==> src/rtl/sobel_wrapper_if.sv <==
// sobel_wrapper_if: window/start request and registered edge-magnitude result.
interface sobel_wrapper_if #(parameter int PIXEL_W = 8);
    logic               start_calculations;
    logic [PIXEL_W-1:0] windowBuffer [0:8];
    logic [PIXEL_W-1:0] g;
    logic               calc_done;
    modport master (output start_calculations, windowBuffer, input g, calc_done);
    modport slave  (input start_calculations, windowBuffer, output g, calc_done);
endinterface

==> src/rtl/sobel_wrapper.sv <==
// sobel_wrapper: 2-stage Sobel kernel, registers Gx/Gy then saturated |Gx|+|Gy|.
module sobel_wrapper #(parameter int PIXEL_W = 8) (
    input logic           clk,
    input logic           n_rst,
    sobel_wrapper_if.slave bus
);
    localparam int SW = PIXEL_W + 2;
    localparam int GW = PIXEL_W + 3;
    logic        [SW-1:0]      sx_p, sx_n, sy_p, sy_n;
    logic signed [GW-1:0]      gx_d, gy_d, gx_q, gy_q;
    logic        [GW-1:0]      ax, ay, mag;
    logic        [PIXEL_W-1:0] g_d, g_q;
    logic                      v1_q, done_q;
    always_comb begin
        sx_p = SW'(bus.windowBuffer[2]) + (SW'(bus.windowBuffer[5]) << 1) + SW'(bus.windowBuffer[8]);
        sx_n = SW'(bus.windowBuffer[0]) + (SW'(bus.windowBuffer[3]) << 1) + SW'(bus.windowBuffer[6]);
        sy_p = SW'(bus.windowBuffer[6]) + (SW'(bus.windowBuffer[7]) << 1) + SW'(bus.windowBuffer[8]);
        sy_n = SW'(bus.windowBuffer[0]) + (SW'(bus.windowBuffer[1]) << 1) + SW'(bus.windowBuffer[2]);
        gx_d = signed'(GW'(sx_p)) - signed'(GW'(sx_n));
        gy_d = signed'(GW'(sy_p)) - signed'(GW'(sy_n));
        // |G| <= 4*(2^P-1), so the sum of magnitudes still fits in GW bits
        ax   = gx_q[GW-1] ? unsigned'(-gx_q) : unsigned'(gx_q);
        ay   = gy_q[GW-1] ? unsigned'(-gy_q) : unsigned'(gy_q);
        mag  = ax + ay;
        g_d  = (mag > GW'({PIXEL_W{1'b1}})) ? '1 : mag[PIXEL_W-1:0];
    end
    always_ff @(posedge clk or negedge n_rst) begin
        if (!n_rst) begin
            gx_q   <= '0;
            gy_q   <= '0;
            v1_q   <= 1'b0;
            g_q    <= '0;
            done_q <= 1'b0;
        end else begin
            v1_q   <= bus.start_calculations;
            done_q <= v1_q;
            if (bus.start_calculations) begin
                gx_q <= gx_d;
                gy_q <= gy_d;
            end
            if (v1_q) g_q <= g_d;
        end
    end
    assign bus.g         = g_q;
    assign bus.calc_done = done_q;
endmodule

==> src/flat_wrapper.sv <==
// flat-port wrapper written by rule: the top's interface ports become plain ports
module sobel_wrapper_flat 
#(parameter int PIXEL_W = 8)
  (clk, n_rst, bus_start_calculations, bus_windowBuffer, bus_g, bus_calc_done);
  sobel_wrapper_if #(.PIXEL_W(PIXEL_W)) bus_i ();
  input logic clk;
  input logic n_rst;
  input wire logic [$bits(bus_i.start_calculations)-1:0] bus_start_calculations;
  input wire logic [$bits(bus_i.windowBuffer)-1:0] bus_windowBuffer;
  output wire logic [$bits(bus_i.g)-1:0] bus_g;
  output wire logic [$bits(bus_i.calc_done)-1:0] bus_calc_done;
  assign bus_i.start_calculations = bus_start_calculations;
  assign bus_i.windowBuffer = {>>{bus_windowBuffer}};
  assign bus_g = bus_i.g;
  assign bus_calc_done = bus_i.calc_done;
  sobel_wrapper #(.PIXEL_W(PIXEL_W)) u_core (.clk(clk), .n_rst(n_rst), .bus(bus_i));
endmodule
==> config.mk <==
export PLATFORM = sky130hd
export DESIGN_NAME = sobel_wrapper_flat
export DESIGN_NICKNAME = d
export VERILOG_FILES = /design/src/rtl/sobel_wrapper_if.sv /design/src/rtl/sobel_wrapper.sv /design/src/flat_wrapper.sv
export SDC_FILE = /design/constraint.sdc
export NUM_CORES = 1
export LEC_CHECK = 0
export ABC_CLOCK_PERIOD_IN_PS = 4150
export CORE_ASPECT_RATIO = 1.1
export CORE_MARGIN = 1
export CORE_UTILIZATION = 53
export CTS_CLUSTER_DIAMETER = 100
export DETAILED_ROUTE_END_ITERATION = 7
export PLACE_DENSITY_LB_ADDON = 0.3
export RECOVER_POWER = 50
export SETUP_SLACK_MARGIN = 0.5
export SLEW_MARGIN = 20
export SYNTH_ARGS = -nofsm -noshare
export SYNTH_HDL_FRONTEND = slang
export SYNTH_SLANG_ARGS = --single-unit
==> constraint.sdc <==
create_clock -name clk -period 4.15 [get_ports clk]
set_clock_uncertainty 0.05 [all_clocks]
set_input_delay 0.83 -clock clk [delete_from_list [all_inputs] [get_ports clk]]
set_output_delay 0.83 -clock clk [all_outputs]
set_load 0.03 [all_outputs]
### Yosys cells after proc, flatten, opt, wreduce, memory -nomap -nowiden

Index checks and enable logic that the tools add are counted.
Widths: inputs -> output; s select.

| operators by class | value |
|---|---|
| add/subtract/negate cells | 13 |
| $lt $le $gt $ge | 1 |
| mux-type cells | 3 |

Operators by type and width:

| kind | number |
|---|---|
| $add 10x8->10 | 4 |
| $add 8x9->10 | 4 |
| $mux 11 | 2 |
| $neg 11->11 | 2 |
| $sub 10x10->11 | 2 |
| $add 11x11->11 | 1 |
| $gt 11x8->1 const B | 1 |
| $mux 8 | 1 |

| storage, ports and cells | value |
|---|---|
| register bits after elaboration | 32 |
| input bits | 75 |
| output and inout port bits | 9 |
| word-level logic and storage cells | 22 |

### Longest topological paths before layout

Gate-level depths: netlist (run 1).

| depth | value |
|---|---|
| word-level depth | 5 |
| gate-level depth with buffers | 14 |
| mapped depth without buffers | 14 |

### Worst setup path after synthesis (run 1)

Ideal clock, no wire load.

| path | value |
|---|---|
| kind | input to register |
| from | input port bus_windowBuffer[50] |
| to | register u_core.gy_q[9] |
| arrival time | 3962 ps |
| setup slack | 69 ps |
| stages on the path | 12 |
| buffers on the path | 0 |
| cell sequence | inv_1 fa_1 fa_1 fa_1 inv_1 fa_1 nor2b_1 o21ai_0 a21boi_0 o211ai_1 a2111o_1 nand3_1 |

| on the way | value |
|---|---|
| word-level cells in the longest chain between the ends | 2 |

Ends and longest elaborated chain:

| element | line | source |
|---|---|---|
| start: declaration | flat_wrapper.sv:9 | `input wire logic [$bits(bus_i.windowBuffer)-1:0] bus_windowBuffer;` |
| $add 10x8->10 | sobel_wrapper.sv:18 | `sy_n = SW'(bus.windowBuffer[0]) + (SW'(bus.windowBuffer[1]) << 1) + SW'(bus.windowBuffer[2]);` |
| $sub 10x10->11 | sobel_wrapper.sv:20 | `gy_d = signed'(GW'(sy_p)) - signed'(GW'(sy_n));` |
| end signal: assignment | sobel_wrapper.sv:39 | `gy_q <= gy_d;` |
| end: declaration | sobel_wrapper.sv:10 | `logic signed [GW-1:0] gx_d, gy_d, gx_q, gy_q;` |

No other way between the ends.
A chain may end at the register's enable or synchronous reset.

### Worst setup path after layout (run 1)

| path | value |
|---|---|
| from | input port bus_windowBuffer[56] |
| to | register u_core.gy_q[9] |

| on the way | value |
|---|---|
| word-level cells in the longest chain between the ends | 3 |

Ends and longest elaborated chain:

| element | line |
|---|---|
| $add 8x9->10 | sobel_wrapper.sv:18 |
| $add 10x8->10 | sobel_wrapper.sv:18 |
| $sub 10x10->11 | sobel_wrapper.sv:20 |

No other way between the ends.

==> flow_metrics.py, run 1 <==
metrics = {
    "status": {
        "status": "finished with violations",
        "violations": "capacitance limit, slew limit",
    },
    "timing": {
        "hold_slack_ns": 0.450,
        "finalCritPeriodShare_pct": 93.3,
        "slew_headroom_pct": -17.6,
        "finalHoldViolCount": 0,
        "setup_viol": 0,
        "max_freq_mhz": 258,
        "min_period_ns": 3.87,
        "drv_slew": 33,
        "rsz0062_at_grt": "true",
        "worst_slew_pin_slew_ns": 1.76,
    },
    "global_route": {
        "antenna_found_initial": 0,
        "grt_pass1_wl_mm": 16.1,
        "grtUsageTotal_pct": 25.0,
        "grt_max_degree": 33,
        "grt_pass1_vias": 3696,
        "gr-total-overflow": 0,
    },
    "clock_tree": {
        "clk_latency_ns": 0.28,
        "htree_levels": 2,
        "cts_sinks": 32,
        "cts_buffer_depth": 2,
        "cts_made_buffers": 5,
        "cts-root-buf": "clkbuf_8",
        "cts_tree": "yes",
        "path_clk_slew_ns": 0.07,
    },
    "route": {
        "initialDrtViolationCount": 194,
        "dr.pass1.iters": 4,
        "ant_nets": 0,
        "drc": 0,
        "wl_per_cell_um": 15.5,
        "via_count": 3520,
        "drt_wl_total_mm": 10.2,
        "routed_via_density": 5.36,
    },
    "logic_synthesis": {
        "yosysSeqAreaShare_pct": 19.1,
        "synth-simple-area-share_pct": 9.38,
        "synth_area_sq_mm": 0.00420,
        "async_flop_share_pct": 100,
        "synth_edf_count": 0,
        "yosys.area_share.adder_pct": 40.7,
        "synthCells": 420,
        "ys_types": 51,
        "yosysWarningCount": 0,
        "synth_compound_area_share_pct": 15.0,
        "synth-xor-area-share_pct": 6.25,
        "synth-seq-cells": 32,
        "synth_area_per_cell_sq_um": 10.0,
        "syn-num-nets": 594,
        "synth_top_family_by_area": "adder cells",
        "synth_mux_area_share_pct": 1.85,
        "synth-main-ff-cell": "dfrtp_1",
    },
    "power_and_ir_drop": {
        "powerDensity_mw_per_mm2": 856,
        "ir_drop_mv": 0.456,
        "power_mw": 5.00,
        "p_leak_nw": 2.63,
    },
    "worst_setup_path": {
        "critPathMaxStageDelay_ns": 0.53,
        "crit_required_ns": 4.26,
        "cp.arrival_ns": 3.98,
        "crit_path_start_kind": "primary input",
        "crit_slowest_cell": "fa_1",
        "worst-path-max-fanout": 2,
        "cp_cell_sequence": "clkdlybuf4s50_1 -> ha_4 -> ha_4 -> inv_2 -> fa_1 -> ha_2 -> inv_2 -> fa_2 -> nor2b_4 -> o21ai_2 -> a21boi_2 -> o211ai_1 -> buf_4 -> buf_4 -> nand4_1 -> nand3_1",
        "end_kind": "flip-flop",
        "crit_type": "in2reg",
    },
    "place": {
        "port_buffers": 75,
        "gp_congestion": 0.818,
        "dp_hpwl_mm": 7.54,
    },
    "die": {
        "die_w_um": 86.9,
        "start_util_pct": 55.6,
        "chipHeight_um": 95.4,
        "core-area_sq_mm": 0.00756,
        "io_pins": 84,
        "die_area_sq_mm": 0.00829,
        "rows": 33,
    },
    "finish": {
        "drive_gt1_share_pct": 28.8,
        "nets": 726,
        "fillers": 467,
        "areaGrowthSynthToFinish_pct": 39.1,
        "antenna_cells": 0,
    },
    "hold_path": {
        "hp-class": "reg2reg",
    },
    "job": {
        "maxCapViolations": 1,
    },
}
sequential cells by signal (all words and copies together) (netlist names):
name	count
u_core.gx_q	11
u_core.gy_q	11
u_core.bus.g	8
u_core.bus.calc_done	1
u_core.v1_q	1
worst max-delay path: cells and delay by family:
kind	cells	cell delay (ns)
compound gates	3	0.40
simple gates	3	0.29
buf+inv	5	0.85
fa+ha+maj	5	1.60
power by group:
group / internal [mW] / switching [mW]
Clock: 0.148 / 0.115
Sequential: 0.443 / 0.170
Combinational: 2.12 / 2.01
Total: 2.71 / 2.29
layout by cell type, fill, tap and decap left out, types with 6 or more instances in the layout:
master and count:
fa_1 59, inv_1 51, buf_4 45, dfrtp_1 32, nand2_1 28, clkdlybuf4s50_1 25, xnor2_1 24, ha_1 23
inv_2 22, dlygate4sd2_1 22, buf_6 15, o21ai_0 13, buf_2 12, ha_4 11, nor2_1 10, nand3_1 8
o31ai_1 8, a21oi_1 8, o22a_1 8, clkbuf_8 7, nor2b_1 6
timing repair:
| item | 4_1_cts | 5_1_grt |
|---|---|---|
| pin swaps | 90 | 41 |
| cloned | 0 | 0 |
| hold buffers | 0 | 0 |
| setup endpoints to repair | 18 | 22 |
| buffers inserted | 17 | 7 |
| resized for setup | 157 | 29 |
through the flow:
step	util [%]	instance area, sq um	setup slack [ns]	instances	setup TNS, ns
after floorplan	-	4240	0.292	420	0
after CTS	75.2	5690	0.270	650	0
after global placement	70.7	5340	-0.538	626	-3.79
after global routing	77.4	5850	0.149	657	0
after detailed placement	70.7	5340	-0.582	626	-4.41
final	77.4	5850	0.277	657	0
final timing paths:
check / from / endpoint / slack (ns) / depth (start not counted)
max in group asynchronous: n_rst / u_core.gy_q[0] / 1.54 / 2
min: u_core.bus.g[3] / u_core.bus.g[3] / 0.45 / 1
max: bus_windowBuffer[56] / u_core.gy_q[9] / 0.28 / 16
min reg2reg: u_core.bus.g[3] / u_core.bus.g[3] / 0.45 / 1
max reg2reg: u_core.gx_q[2] / u_core.bus.g[7] / 0.79 / 12
min in group asynchronous: n_rst / u_core.bus.g[4] / 1.50 / 2
cell usage after synthesis, types with 3 or more instances:
master | number | area share [%]
o21a_1 | 5 | 0.89
nand2b_1 | 3 | 0.45
xor2_1 | 4 | 0.83
nand4_1 | 5 | 0.74
nand3_1 | 8 | 0.95
xnor2_1 | 26 | 5.4
fa_1 | 63 | 30
a21oi_1 | 12 | 1.4
nor3_1 | 6 | 0.71
o31ai_1 | 9 | 1.6
inv_1 | 77 | 6.9
a31oi_1 | 3 | 0.45
nor2b_1 | 8 | 1.2
a21o_1 | 4 | 0.71
a211oi_1 | 4 | 0.71
o21ai_0 | 17 | 2.0
clkbuf_1 | 7 | 0.63
o21bai_1 | 3 | 0.54
dfrtp_1 | 32 | 19
nand2_1 | 28 | 2.5
o22a_1 | 8 | 1.7
nor2_1 | 10 | 0.89
mux2_2 | 6 | 1.6
o211ai_1 | 3 | 0.54
ha_1 | 36 | 11
area by class of cell:
type / instances / area (sq um) / share of cell area (%)
multi-input combinational: 302 / 3360 / 57.4
inverter: 78 / 313 / 5.35
timing repair buffer: 133 / 1150 / 19.6
tap: 105 / 131 / 2.25
sequential: 32 / 801 / 13.7
clock buffer: 7 / 96.3 / 1.65
kinds of logic (layout without fill, tap and decap cells):
logic type | after synthesis | count (layout)
fa+ha+maj | 99 | 99
mux | 7 | 7
buf+inv | 86 | 218
xor+xnor | 30 | 30
simple gates | 79 | 79
flops | 32 | 32
compound gates | 87 | 87
routing by layer:
layer | vias to the layer above | wire length (um) | GRT usage, %
met3 | 19 | 236 | 2.60
met2 | 82 | 5860 | 48.1
met1 | 1753 | 3930 | 29.3
met4 | 0 | 165 | 7.08
li1 | 1666 | - | -
met5 | - | 0 | 0
Note: power is estimated with default switching activity, not from simulation.
==> run 2, diff against run 1 <==
--- a/config.mk
+++ b/config.mk
@@ -9,5 +9,5 @@
 export CORE_ASPECT_RATIO = 1.1
 export CORE_MARGIN = 1
-export CORE_UTILIZATION = 53
+export CORE_UTILIZATION = 45
 export CTS_CLUSTER_DIAMETER = 100
 export DETAILED_ROUTE_END_ITERATION = 7
--- a/constraint.sdc
+++ b/constraint.sdc
@@ -3,3 +3,3 @@
 set_input_delay 0.83 -clock clk [delete_from_list [all_inputs] [get_ports clk]]
 set_output_delay 0.83 -clock clk [all_outputs]
-set_load 0.03 [all_outputs]
+set_load 0.05 [all_outputs]
==> run 2 against run 1 <==
Compared with the run above: the run still ends with capacitance limit, slew limit left; sequential cell count unchanged; register-to-register slack hardly changed; global-route usage decreased by 3.7 points; largest power group unchanged.
==> flow_metrics.py, run 2 (same netlist as run 1, synthesis figures left out) <==
metrics = {
    "status": {
        "status": "finished with violations",
        "violations": "capacitance limit, slew limit",
    },
    "power_and_ir_drop": {
        "comb_power_share_pct": 82.6,
        "ir_drop_mv": 0.470,
        "p_leak_nw": 2.58,
        "p_int_mw": 2.68,
        "clock_power_share_pct": 5.2,
        "swShare_pct": 45.9,
        "powerDensity_mw_per_mm2": 858,
        "seqPwrFrac_pct": 12.2,
        "p_switching_mw": 2.27,
    },
    "timing": {
        "worst_slew_pin_slew_ns": 1.69,
        "slew_headroom_pct": -12.4,
        "drv_slew": 33,
        "max_freq_mhz": 255,
        "setup_ws_ns": 0.235,
        "setup_viol": 0,
        "rsz0062_at_grt": "true",
        "finalCritPeriodShare_pct": 94.3,
        "min_period_ns": 3.91,
        "finalHoldViolCount": 0,
    },
    "die": {
        "core-area_sq_mm": 0.00896,
        "die_area_sq_mm": 0.00973,
        "die_w_um": 94.1,
        "chipHeight_um": 103,
        "io_pins": 84,
        "rows": 36,
        "start_util_pct": 46.9,
    },
    "route": {
        "wl_per_cell_um": 14.7,
        "drc": 0,
        "drt_wl_total_mm": 9.70,
        "via_count": 3438,
        "initialDrtViolationCount": 90,
        "dr.pass1.iters": 4,
        "routed_via_density": 5.22,
        "ant_nets": 0,
    },
    "worst_setup_path": {
        "end_kind": "flip-flop",
        "crit_type": "in2reg",
        "cp.arrival_ns": 4.08,
        "crit_path_start_kind": "primary input",
        "crit_required_ns": 4.32,
        "worst-path-max-fanout": 3,
    },
    "finish": {
        "fillers": 720,
        "seqCellArea_sq_um": 801,
        "multi_input_area_sq_mm": 0.00335,
        "drive_gt1_share_pct": 29.5,
        "final_common_cell": "fa_1",
        "design_area_sq_mm": 0.00577,
        "antenna_cells": 0,
        "mostFrequentLayoutCells": "fa_1 (57), inv_1 (47), buf_4 (44)",
        "areaGrowthSynthToFinish_pct": 37.2,
        "nets": 719,
        "stdcell_count": 659,
    },
    "place": {
        "dp_hpwl_mm": 7.72,
        "dp_slack_ns": -0.629,
        "port_buffers": 75,
        "dp.cells": 632,
        "gp_congestion": 0.857,
        "dpl_cell_area_sq_mm": 0.00533,
    },
    "global_route": {
        "grt_max_degree": 33,
        "antenna_found_initial": 0,
        "grtUsageTotal_pct": 21.4,
        "grt_pass1_vias": 3695,
        "grt_pass1_wl_mm": 16.3,
        "gr-total-overflow": 0,
    },
    "clock_tree": {
        "cts_made_buffers": 5,
        "path_clk_slew_ns": 0.06,
        "cts_sinks": 32,
        "cts_buffer_depth": 2,
        "clk_latency_ns": 0.28,
        "htree_levels": 2,
        "cts-root-buf": "clkbuf_8",
        "cts_tree": "yes",
    },
    "job": {
        "maxCapViolations": 1,
    },
    "hold_path": {
        "hp-class": "reg2reg",
    },
}
[run 2: timing repair]
item / CTS / global route
hold endpoints to repair: 0 / 0
setup endpoints to repair: 17 / 11
hold buffers: 0 / 0
setup buffers: 17 / 3
gates cloned: 0 / 0
resized for setup: 173 / 27
pin swaps: 90 / 53
[run 2: power groups by stage]
stage               registers, mW  clock network (mW)  logic, mW
floorplan                   0.593                   0       2.49
global placement            0.599                   0       3.26
detailed placement          0.607                   0       3.37
CTS                         0.602               0.264       3.84
global route                0.623               0.274       4.49
finish                      0.604               0.258       4.09
[run 2: final timing paths]
check | from | to | slack [ns] | cells after the start
worst max-delay path | bus_windowBuffer[2] | u_core.gy_q[9] | 0.24 | 12
worst min-delay path | u_core.bus.g[0] | u_core.bus.g[0] | 0.44 | 1
worst max register to register | u_core.gx_q[2] | u_core.bus.g[3] | 0.80 | 12
worst min register to register | u_core.bus.g[0] | u_core.bus.g[0] | 0.44 | 1
max in group asynchronous | n_rst | u_core.gx_q[1] | 1.61 | 2
min in group asynchronous | n_rst | u_core.bus.calc_done | 1.46 | 2
[run 2: through the flow]
| step | setup TNS [ns] | hold WS [ns] | total power, mW | util [%] |
|---|---|---|---|---|
| after floorplan | 0 | 0.299 | 3.08 | - |
| after global placement | -3.86 | 0.432 | 3.86 | 59.5 |
| after detailed placement | -4.75 | 0.436 | 3.98 | 59.5 |
| after CTS | 0 | 0.450 | 4.71 | 63.4 |
| after global routing | 0 | 0.462 | 5.39 | 64.3 |
| final | 0 | 0.442 | 4.95 | 64.3 |
[run 2: area by class of cell]
class                      count  share of cell area (%)
inverter                      78                    5.43
sequential                    32                    13.9
timing repair buffer         126                    18.4
multi-input combinational    302                    58.2
clock buffer                   7                    1.67
tap                          114                    2.47
[run 2: layer usage]
layer	global-route usage (%)	vias up	wire length, um
li1	-	1651	-
met1	24.7	1689	3710
met2	40.6	79	5530
met3	2.49	19	218
met4	7.69	0	247
met5	0	-	0
[run 2: worst max-delay path: stages]
cell and delay [ns]:
buf_8 0.10, fa_1 0.49, fa_1 0.53, fa_2 0.62, inv_2 0.06, fa_2 0.42, nor2b_4 0.12, o21ai_2 0.07
a21boi_2 0.20, o211ai_1 0.18, a2111o_1 0.39, nand3_1 0.07
==> run 3, diff against run 2 <==
Settings changed: ABC_AREA from default to 1.
==> run 3 against run 2 <==
Compared with the run above: the flow still finishes with violations (capacitance limit, slew limit); utilization up 0.81 points; global-route usage up 0.14 points; largest cell class unchanged; hold slack about the same; area after synthesis up 5.7%; total power up 6.4%; register-to-register slack better by 0.55 ns; wire length up 11%; critical path type unchanged; non-clock buffer count up 5; first-iteration DRC count up 150%.
==> flow_metrics.py, run 3 <==
metrics = {
    "logic_synthesis": {
        "yosysSeqAreaShare_pct": 18.0,
        "synth_area_per_cell_sq_um": 7.97,
        "synth_top_family_by_area": "adder cells",
        "async_flop_share_pct": 100,
        "synth-simple-area-share_pct": 21.0,
        "synth_area_sq_mm": 0.00444,
        "ys_types": 28,
        "synth_edf_count": 0,
        "synth-main-ff-cell": "dfrtp_1",
        "yosysWarningCount": 0,
        "yosysTopAreaCell": "fa_1",
        "ys_top_cells_by_count": "inv_1 (123), nand2_1 (114), fa_1 (63), nand3_1 (39), ha_1 (36)",
        "synthCells": 557,
        "synth_compound_area_share_pct": 7.16,
        "synth_mux_area_share_pct": 0,
        "yosys.area_share.adder_pct": 38.5,
        "netlist.area_leader.share_pct": 28.4,
        "syn-num-nets": 731,
        "synth-seq-cells": 32,
        "synth-xor-area-share_pct": 3.94,
        "yosys.cell_count.top_type": "inv_1",
        "yosys-top-cells-area": "fa_1 (28%), dfrtp_1 (18%), inv_1 (10%)",
    },
    "timing": {
        "worst_slew_pin_slew_ns": 1.76,
        "finalCritPeriodShare_pct": 90.9,
        "finalHoldViolCount": 0,
        "rsz0062_at_grt": "true",
        "drv_slew": 33,
        "min_period_ns": 3.77,
        "slew_headroom_pct": -17.3,
        "setup_viol": 0,
        "max_freq_mhz": 265,
    },
    "hold_path": {
        "hold_end": "u_core.gy_q[7]",
        "hold_depth": 2,
        "worstHoldStart": "u_core.gy_q[7]",
        "hp-class": "reg2reg",
    },
    "clock_tree": {
        "cts_made_buffers": 5,
        "cts_sinks": 32,
        "cts_buffer_depth": 2,
        "cts-root-buf": "clkbuf_8",
        "cts_tree": "yes",
        "htree_levels": 2,
        "clk_latency_ns": 0.29,
        "cts-hold-fix-buffers": 0,
        "path_clk_slew_ns": 0.07,
    },
    "finish": {
        "fin_util_pct": 65.1,
        "nets": 862,
        "areaGrowthSynthToFinish_pct": 39.2,
        "mostFrequentLayoutCells": "nand2_1 (97), inv_1 (86), fa_1 (55)",
        "drive_gt1_share_pct": 29.0,
        "final_common_cell": "nand2_1",
        "antenna_cells": 0,
    },
    "worst_setup_path": {
        "worst-path-max-fanout": 3,
        "cp.arrival_ns": 3.83,
        "r2r_cells": 18,
        "r2r_start": "u_core.gx_q[1]",
        "crit_type": "in2reg",
        "crit_path_start_kind": "primary input",
        "worstReg2RegEnd": "u_core.bus.g[0]",
        "rrSetupSlack_ns": 1.35,
        "end_kind": "flip-flop",
        "crit_required_ns": 4.21,
    },
    "route": {
        "via_count": 4002,
        "drt_wl_total_mm": 10.8,
        "routed_via_density": 4.97,
        "drc": 0,
        "wl_per_cell_um": 13.4,
        "ant_nets": 0,
        "dr.pass1.iters": 5,
        "initialDrtViolationCount": 223,
    },
    "die": {
        "io_pins": 84,
        "chipHeight_um": 106,
        "start_util_pct": 46.8,
        "die_area_sq_mm": 0.0103,
        "die_w_um": 96.7,
        "core-area_sq_mm": 0.00949,
        "rows": 37,
    },
    "job": {
        "maxCapViolations": 1,
    },
    "status": {
        "violations": "capacitance limit, slew limit",
        "status": "finished with violations",
    },
    "global_route": {
        "grt_max_degree": 33,
        "grt_pass1_wl_mm": 18.2,
        "antenna_found_initial": 0,
        "grtUsageTotal_pct": 21.5,
        "gr-total-overflow": 0,
        "grt_pass1_vias": 4312,
    },
    "place": {
        "port_buffers": 75,
        "dp_hpwl_mm": 8.19,
        "gp_congestion": 0.871,
    },
    "power_and_ir_drop": {
        "p_leak_nw": 3.13,
        "powerDensity_mw_per_mm2": 852,
        "ir_drop_mv": 0.354,
        "power_mw": 5.26,
    },
}
## run 3: cell count changes in the layout (fill, tap and decap cells not counted), moves of 10 or more
cell and change:
nand2_1 +69, nor2_1 +24, nand3_1 +20, inv_1 +39, nand2_2 +13, xnor2_1 -26
xor2_1 +16, dlymetal6s2s_1 +11, a21oi_2 +10, nand3_2 +10, inv_2 +12
## run 3: power breakdown
part	total [mW]	switching [mW]	internal (mW)
combinational	4.48	2.52	1.95
clock	0.251	0.116	0.135
sequential	0.536	0.0960	0.440
## run 3: worst max path at each step
stage	from	end	slack (ns)	cells past startpoint
6_report	bus_windowBuffer[64]	u_core.gx_q[5]	0.38	17
2_1_floorplan	bus_windowBuffer[64]	u_core.gx_q[7]	0.45	16
5_1_grt	bus_windowBuffer[64]	u_core.gx_q[7]	0.28	18
3_3_place_gp	bus_windowBuffer[64]	u_core.gx_q[7]	-0.19	17
3_5_place_dp	bus_windowBuffer[64]	u_core.gx_q[7]	-0.23	17
4_1_cts	bus_windowBuffer[27]	u_core.gx_q[7]	0.47	13
## run 3: layer usage
metal / up-vias / part of all wire (%) / GRT usage, %
met1: 1942 / 39 / 24.2
met4: 0 / 1.7 / 5.22
met3: 17 / 2.8 / 3.02
met2: 76 / 56 / 42.3
li1: 1967 / - / -
met5: - / 0 / 0
## run 3: cell type report
cell class	instances	area, sq um
clock buffer	8	90.1
fill	752	3310
inverter	126	478
multi-input combinational	392	3520
sequential	32	801
tap	117	146
timing repair buffer	131	1140
## run 3: per-stage QoR
| step | TNS, ns | cell area (sq um) | std cells | setup slack [ns] | hold slack, ns |
|---|---|---|---|---|---|
| finish | 0 | 6180 | 806 | 0.378 | 0.442 |
| global route | 0 | 6180 | 806 | 0.276 | 0.510 |
| CTS | 0 | 5960 | 800 | 0.475 | 0.437 |
| detailed placement | -1.12 | 5610 | 777 | -0.234 | 0.428 |
| global placement | -0.870 | 5610 | 777 | -0.187 | 0.420 |
| floorplan | 0 | 4480 | 557 | 0.448 | 0.335 |
## run 3: timing repair
item	CTS	global route
pin swaps	98	97
resized for setup	126	99
endpoints found under the setup margin	16	15
setup buffers	15	6
## run 3: worst max-delay path, cell delays in order
cell,delay (ns)
buf_8,0.10
buf_4,0.12
fa_1,0.49
inv_2,0.05
fa_2,0.37
fa_1,0.49
ha_2,0.19
inv_2,0.05
fa_2,0.38
inv_2,0.11
nand3_4,0.09
nand2_4,0.10
nand2_4,0.05
buf_4,0.13
buf_4,0.12
nand2_1,0.05
o22ai_1,0.12
## run 3: kinds of logic (layout without fill, tap and decap cells)
kind of cell,Yosys count,in the layout
AO/OA/AOI/OAI,59,59
XOR/XNOR,20,20
AND/OR/NAND/NOR,214,214
flip-flops,32,32
buffers and inverters,133,265
adder cells (fa/ha/maj),99,99
